File: src/rtl/reg_dump.sv
// reg_dump: streams the 32 CPU integer registers (x0..x31) out over a
// valid/ready word interface. A dump starts on a start pulse or, when
// AUTO_HALT is set, on the rising edge of pc_in matching HALT_PC.
//
// Optional feature macro: DUMP_PC_HEADER_EN. When defined, the PC latched at
// the trigger is sent as an extra header word before x0 (33 words total).
//
// Ports:
//   clk        rising-edge clock
//   rstn       asynchronous active-low reset
//   start      single-cycle dump request (ignored while busy)
//   pc_in      current CPU PC, compared against HALT_PC
//   reg_sel    registered register-file debug read index
//   reg_data   combinational register-file read data for reg_sel
//   out_valid  output word valid
//   out_ready  sink accepts the word
//   out_data   dump word
//   out_last   marks the x31 word
//   busy       dump in progress (any state but IDLE)
//   done       one-cycle pulse after the x31 word is accepted
//   dbg_state  current FSM state encoding, for debug and checkers
//
// Handshake: a word transfers on a rising clk edge where out_valid and
// out_ready are both 1. Once out_valid rises it stays high, with out_data
// and out_last unchanged, until that transfer. out_valid is a function of
// FSM state only and never of out_ready; out_ready may be high at any time.

module reg_dump #(
    parameter logic [31:0] HALT_PC   = 32'h00000310,
    parameter int          AUTO_HALT = 1
) (
    input  logic        clk,
    input  logic        rstn,
    input  logic        start,
    input  logic [31:0] pc_in,
    output logic [4:0]  reg_sel,
    input  logic [31:0] reg_data,
    output logic        out_valid,
    input  logic        out_ready,
    output logic [31:0] out_data,
    output logic        out_last,
    output logic        busy,
    output logic        done,
    output logic [2:0]  dbg_state
);

    typedef enum logic [2:0] {
        S_IDLE = 3'd0,
`ifdef DUMP_PC_HEADER_EN
        S_HDR  = 3'd1,
`endif
        S_SEL  = 3'd2,
        S_CAP  = 3'd3,
        S_SEND = 3'd4,
        S_DONE = 3'd5
    } state_e;

    state_e      state_q, state_d;
    logic [4:0]  idx_q, idx_d;
    logic [4:0]  reg_sel_q, reg_sel_d;
    logic [31:0] out_data_q, out_data_d;
    logic        pc_match_prev_q, pc_match_prev_d;
`ifdef DUMP_PC_HEADER_EN
    logic [31:0] pc_hdr_q, pc_hdr_d;
`endif

    logic pc_match;
    logic trigger;
    logic handshake;

    assign pc_match  = (pc_in == HALT_PC);
    // Only a rising match triggers, so a PC parked on HALT_PC dumps once.
    assign trigger   = start || ((AUTO_HALT != 0) && pc_match && !pc_match_prev_q);
    assign handshake = out_valid && out_ready;

    // State register. The previous-match flag resets to 1 so that a PC
    // already sitting at HALT_PC when reset releases does not trigger.
    always_ff @(posedge clk or negedge rstn) begin
        if (!rstn) begin
            state_q         <= S_IDLE;
            idx_q           <= 5'd0;
            reg_sel_q       <= 5'd0;
            out_data_q      <= 32'd0;
            pc_match_prev_q <= 1'b1;
`ifdef DUMP_PC_HEADER_EN
            pc_hdr_q        <= 32'd0;
`endif
        end else begin
            state_q         <= state_d;
            idx_q           <= idx_d;
            reg_sel_q       <= reg_sel_d;
            out_data_q      <= out_data_d;
            pc_match_prev_q <= pc_match_prev_d;
`ifdef DUMP_PC_HEADER_EN
            pc_hdr_q        <= pc_hdr_d;
`endif
        end
    end

    // Next-state and datapath updates.
    always_comb begin
        state_d         = state_q;
        idx_d           = idx_q;
        reg_sel_d       = reg_sel_q;
        out_data_d      = out_data_q;
        pc_match_prev_d = pc_match;
`ifdef DUMP_PC_HEADER_EN
        pc_hdr_d        = pc_hdr_q;
`endif
        case (state_q)
            S_IDLE: begin
                if (trigger) begin
                    idx_d = 5'd0;
`ifdef DUMP_PC_HEADER_EN
                    pc_hdr_d = pc_in;
                    state_d  = S_HDR;
`else
                    state_d  = S_SEL;
`endif
                end
            end
`ifdef DUMP_PC_HEADER_EN
            S_HDR: begin
                if (handshake) begin
                    state_d = S_SEL;
                end
            end
`endif
            S_SEL: begin
                reg_sel_d = idx_q;
                state_d   = S_CAP;
            end
            S_CAP: begin
                // x0 is architecturally zero regardless of what the file reads.
                out_data_d = (idx_q == 5'd0) ? 32'd0 : reg_data;
                state_d    = S_SEND;
            end
            S_SEND: begin
                if (handshake) begin
                    if (idx_q == 5'd31) begin
                        state_d = S_DONE;
                    end else begin
                        idx_d   = idx_q + 5'd1;
                        state_d = S_SEL;
                    end
                end
            end
            S_DONE: begin
                state_d = S_IDLE;
            end
            default: begin
                state_d = S_IDLE;
            end
        endcase
    end

    // Outputs decoded from state only.
    always_comb begin
        out_valid = 1'b0;
        out_last  = 1'b0;
        done      = 1'b0;
        busy      = (state_q != S_IDLE);
        out_data  = out_data_q;
        case (state_q)
`ifdef DUMP_PC_HEADER_EN
            S_HDR: begin
                out_valid = 1'b1;
                out_data  = pc_hdr_q;
            end
`endif
            S_SEND: begin
                out_valid = 1'b1;
                out_last  = (idx_q == 5'd31);
            end
            S_DONE: begin
                done = 1'b1;
            end
            default: begin
                out_valid = 1'b0;
            end
        endcase
    end

    assign reg_sel   = reg_sel_q;
    assign dbg_state = state_q;

endmodule

File: config.mk
export PLATFORM = sky130hd
export DESIGN_NAME = reg_dump
export DESIGN_NICKNAME = d
export VERILOG_FILES = /design/src/rtl/reg_dump.sv
export SDC_FILE = /design/constraint.sdc
export NUM_CORES = 1
export LEC_CHECK = 0
export ABC_AREA = 1
export CORE_ASPECT_RATIO = 0.75
export CORE_MARGIN = 2
export CORE_UTILIZATION = 40
export DETAILED_ROUTE_END_ITERATION = 10
export HOLD_SLACK_MARGIN = 0.1
export PLACE_DENSITY = 0.81
export REMOVE_ABC_BUFFERS = 1
export SKIP_LAST_GASP = 1
export SYNTH_ARGS = -nofsm -noshare
export SYNTH_HDL_FRONTEND = slang
export SYNTH_SLANG_ARGS = --single-unit
export TNS_END_PERCENT = 20
File: constraint.sdc
create_clock -name clk -period 2.3 [get_ports clk]
set_input_delay 0.345 -clock clk [delete_from_list [all_inputs] [get_ports clk]]
set_output_delay 0.345 -clock clk [all_outputs]
set_load 0.01 [all_outputs]
==> results.md <==
- The flow ran to the end, and the final reports show no timing, DRC or antenna violations.
- The average cell area after synthesis is 8.04 um^2.
- The floorplan die area is 6060 um^2.
- In this run the core area contains 23 standard-cell rows.
- The number of global-route vias before repair was 2,042.
- The worst setup path is captured at an output pin.
- The proportion of synthesized chip area in sequential cells is 52.9%.
- The setup check on the worst reg-to-reg path leaves a slack of 0.53 ns.
- The number of diodes added for antenna fixing is 0.
- For this design, the sink count on the clock tree is 46.
- The critical path goes through ha_1, nand2_1, nor2_1, ha_1, inv_1, nor2_4, dlygate4sd2_1.
- The count of nets left with antenna violations once routing finished came out at 0.
- The accumulated negative setup slack is 0 ns.
- The number of inserted filler cells in the final layout is 479.
- Of the available clock period, the critical path in the final layout requires 89.8%.
- The clock root buffer is sky130_fd_sc_hd__clkbuf_8.
- The post-detailed-routing wire length is 5630 um.
- The effective utilization at floorplan is 41.2%.
- The first detailed-routing pass ran for 4 iterations.
- The clock period minus final worst setup slack is 2.07 ns.
- Setup repair after global routing left no endpoint under its margin.
- The setup fix buffers added after clock tree synthesis is 0.
- In this run the power density over the cells is 1020 nW/um^2.
- The die width is 89.2 um.
- Among the stages of the critical path, the cell type that occurs most often is sky130_fd_sc_hd__ha_1.
- The synthesized cell area is 2180 um^2.
- Timing would allow up to 484 MHz.
- In this run, distinct cell masters in the synthesized netlist total 24.
- The vias after detailed routing is 2,061.
- The first global-routing pass estimated 9090 um of wire.
- Of the total power, registers draw 36.9%.
- The count of buffering cells on the critical path with inverters included is 2.
- The number of endpoints with negative hold slack in the final report was 0.
- The start of the worst register-to-register path is idx_q[0]$_DFFE_PN0P_.
- Summing all placed instances gives a cell area of 3350 um^2.
- The number of failing setup endpoints in the final timing report is 0.
- Net switching is 36.0% of the power.
- The startpoint class of the critical path is a register.
- The clock network accounts for 16.9% of the total power.
- Measured in cells, the most critical reg-to-reg path has a length of 10.
- Along the worst path, the maximum fanout reaches 5.
- The deepest level of the CTS H-tree is 2.
- The HPWL reported at the end of detailed placement is 4260 um.
- For this run, the slowest stage of the critical path takes 0.42 ns.
- The number of pins exceeding their max-slew limit in the final report came to 0.
- The placer congestion estimate is 0.841.
- From synthesis to final layout, the design area changed by 59.0%.
- Synthesis produced a netlist whose cell count is 271.
- In this run the count of I/O pins placed on the die edge is 112.
- The slowest cell on the critical path is sky130_fd_sc_hd__dfrtp_1.
- For this design, the CTS-stage hold fixing added 0 buffers.
- The number of buffers inserted during clock tree synthesis is 5.
- The max-capacitance violation count is 0.
- The clock slew at the register clock pins of the worst setup and hold paths is 0.08 ns.
- The setup path with the least slack is of type register to output pin.
- The count of cells in the finished layout, fillers not included, comes to 457.
- The post-route netlist has 6.02% of its cells at a drive strength greater than 1.
- The die is 67.9 um tall.
- The endpoint identified for the worst register-to-register timing path is idx_q[1]$_DFFE_PN0P_.
- The detail-routed via count per cell is 4.51.
- At the pin with the least slew margin, the transition time is 0.671 ns.
- The cell count after placement is 450.
- For the worst setup path, the data required time is 1.96 ns.
- In this run the deepest clock path goes through 2 buffers.
- In this run, synthesis produced a sequential element count of 46.
- The net count of the finished layout is 453.
- Measured against its own limit, the worst slew margin works out to 55.3%.
- The initial antenna violation count is 0.
- The number of port buffers is 111.
- The clock latency on the worst-skew pair is 0.29 ns.
- The core footprint is 5300 um^2.
- The arrival time of data at the critical path endpoint is 1.72 ns.
- In this design, the largest share of critical-path delay is due to flip-flops.
- The internal power of the cells totals 0.00226 W.
- Gates resized during post-CTS repair numbered 1.
- The cell area after layout is 3460 um^2.
- The yosys synthesis warning count is 0.
- Per report_power, the combinational group accounts for 46.2% of the total.
- After detailed routing, the average wire length per cell comes to 12.3 um.
- The type of the most critical hold path is input pin to asynchronous set/reset pin.
- TritonCTS built the clock tree.
- The global-route usage over all layers is 19.6%.
- After detailed routing, the number of remaining DRC violations is 0.
- The number of design-rule violations left by the first detailed-router iteration is 115.
- The worst-case IR drop observed on VDD is 602 uV.
- The final worst clock skew is 0.0125 ns.
- The maximum number of pins on one net before global-route repair is 34.
- The total congestion overflow after global routing is 0.
- Hold is met by 0.0834 ns.
- The standby leakage power is 1.69 nW.
- For this design the total switching power over the nets is 0.00127 W.
-- metrics by stage --
step / power [W] / util [%] / setup slack (ns)
after floorplan: 0.00201 / - / 0.398
after global placement: 0.00292 / 63.3 / 0.331
after detailed placement: 0.00296 / 63.3 / 0.272
after CTS: 0.00357 / 65.4 / 0.215
after global routing: 0.00379 / 65.4 / 0.106
final: 0.00353 / 65.4 / 0.235
-- cells in the final DEF (no fill, tap or decap), types with 2 or more instances in the layout --
| master | n |
|---|---|
| sky130_fd_sc_hd__nand4_1 | 7 |
| sky130_fd_sc_hd__dfrtp_1 | 45 |
| sky130_fd_sc_hd__o21ai_0 | 5 |
| sky130_fd_sc_hd__inv_2 | 3 |
| sky130_fd_sc_hd__buf_4 | 4 |
| sky130_fd_sc_hd__nand2_1 | 96 |
| sky130_fd_sc_hd__ha_1 | 3 |
| sky130_fd_sc_hd__clkbuf_8 | 6 |
| sky130_fd_sc_hd__nand2_2 | 2 |
| sky130_fd_sc_hd__a21oi_1 | 2 |
| sky130_fd_sc_hd__inv_1 | 28 |
| sky130_fd_sc_hd__nand3_1 | 35 |
| sky130_fd_sc_hd__nor3_4 | 2 |
| sky130_fd_sc_hd__nor2_1 | 23 |
| sky130_fd_sc_hd__clkdlybuf4s50_1 | 109 |
-- layer usage --
| layer | share of wire, % | track usage, % | wire, um |
|---|---|---|---|
| met1 | 44 | 23.6 | 2470 |
| met2 | 50 | 35.6 | 2840 |
| met3 | 5.0 | 4.95 | 279 |
| met4 | 0.71 | 4.48 | 40 |
| met5 | 0 | 0 | 0 |
-- cells in the mapped netlist --
library cell,instances,area [um^2]
sky130_fd_sc_hd__nand2_1,96,360
sky130_fd_sc_hd__dfrtp_1,45,1130
sky130_fd_sc_hd__nand3_1,35,175
sky130_fd_sc_hd__inv_1,28,105
sky130_fd_sc_hd__nor2_1,23,86.3
sky130_fd_sc_hd__nand4_1,7,43.8
sky130_fd_sc_hd__buf_2,6,30.0
sky130_fd_sc_hd__o21ai_0,5,25.0
sky130_fd_sc_hd__clkbuf_1,4,15.0
sky130_fd_sc_hd__ha_1,3,37.5
sky130_fd_sc_hd__inv_2,3,11.3
sky130_fd_sc_hd__a21oi_1,2,10.0
sky130_fd_sc_hd__nand2_2,2,12.5
sky130_fd_sc_hd__nor3_4,2,32.5
sky130_fd_sc_hd__and2_1,1,6.26
sky130_fd_sc_hd__and3_2,1,7.51
sky130_fd_sc_hd__buf_6,1,11.3
sky130_fd_sc_hd__dfstp_2,1,26.3
sky130_fd_sc_hd__nand3_4,1,17.5
sky130_fd_sc_hd__nor2_4,1,11.3
sky130_fd_sc_hd__nor3b_1,1,7.51
sky130_fd_sc_hd__nor4_1,1,6.26
sky130_fd_sc_hd__or2_1,1,6.26
sky130_fd_sc_hd__xor2_1,1,8.76
-- worst max path at each step --
stage / from / cells past startpoint / slack (ns) / to
final: idx_q[0]$_DFFE_PN0P_ / 7 / 0.23 / out_last
after global routing: idx_q[0]$_DFFE_PN0P_ / 7 / 0.11 / out_last
after CTS: idx_q[0]$_DFFE_PN0P_ / 7 / 0.21 / out_last
after detailed placement: idx_q[0]$_DFFE_PN0P_ / 7 / 0.27 / out_last
after global placement: idx_q[0]$_DFFE_PN0P_ / 7 / 0.33 / out_last
after floorplan: dbg_state[0]$_DFFE_PN0P_ / 5 / 0.40 / out_data[0]$_DFFE_PN0P_
-- power by group through the flow --
| stage | Combinational (W) | Clock, W | Sequential [W] |
|---|---|---|---|
| after floorplan | 0.000579 | 0 | 0.00143 |
| after global placement | 0.00162 | 0 | 0.00130 |
| after detailed placement | 0.00165 | 0 | 0.00131 |
| after CTS | 0.00165 | 0.000616 | 0.00130 |
| after global routing | 0.00180 | 0.000650 | 0.00134 |
| final | 0.00163 | 0.000597 | 0.00130 |
-- cell type report --
type,count,area [um^2],area share (%)
Inverter,31,116,3.36
Sequential cell,46,1150,33.3
Clock inverter,1,30.0,0.867
Clock buffer,6,82.6,2.38
Tap cell,75,93.8,2.71
Multi-Input combinational cell,183,855,24.7
Timing Repair Buffer,115,1130,32.8
-- sequential cells by signal (all words and copies together), names as in the netlist --
name             cells
dbg_state            3
pc_match_prev_q      1
out_data            32
idx_q                5
reg_sel              5
-- kinds of logic after synthesis --
| logic type | count (synthesis) | share of synthesized area, % |
|---|---|---|
| flip-flops | 46 | 52.9 |
| XOR/XNOR | 1 | 0.402 |
| adder cells (fa/ha/maj) | 3 | 1.72 |
| buffers and inverters | 42 | 7.92 |
| AO/OA/AOI/OAI | 7 | 1.61 |
| AND/OR/NAND/NOR | 172 | 35.5 |
(Power assumes the default switching activity.)
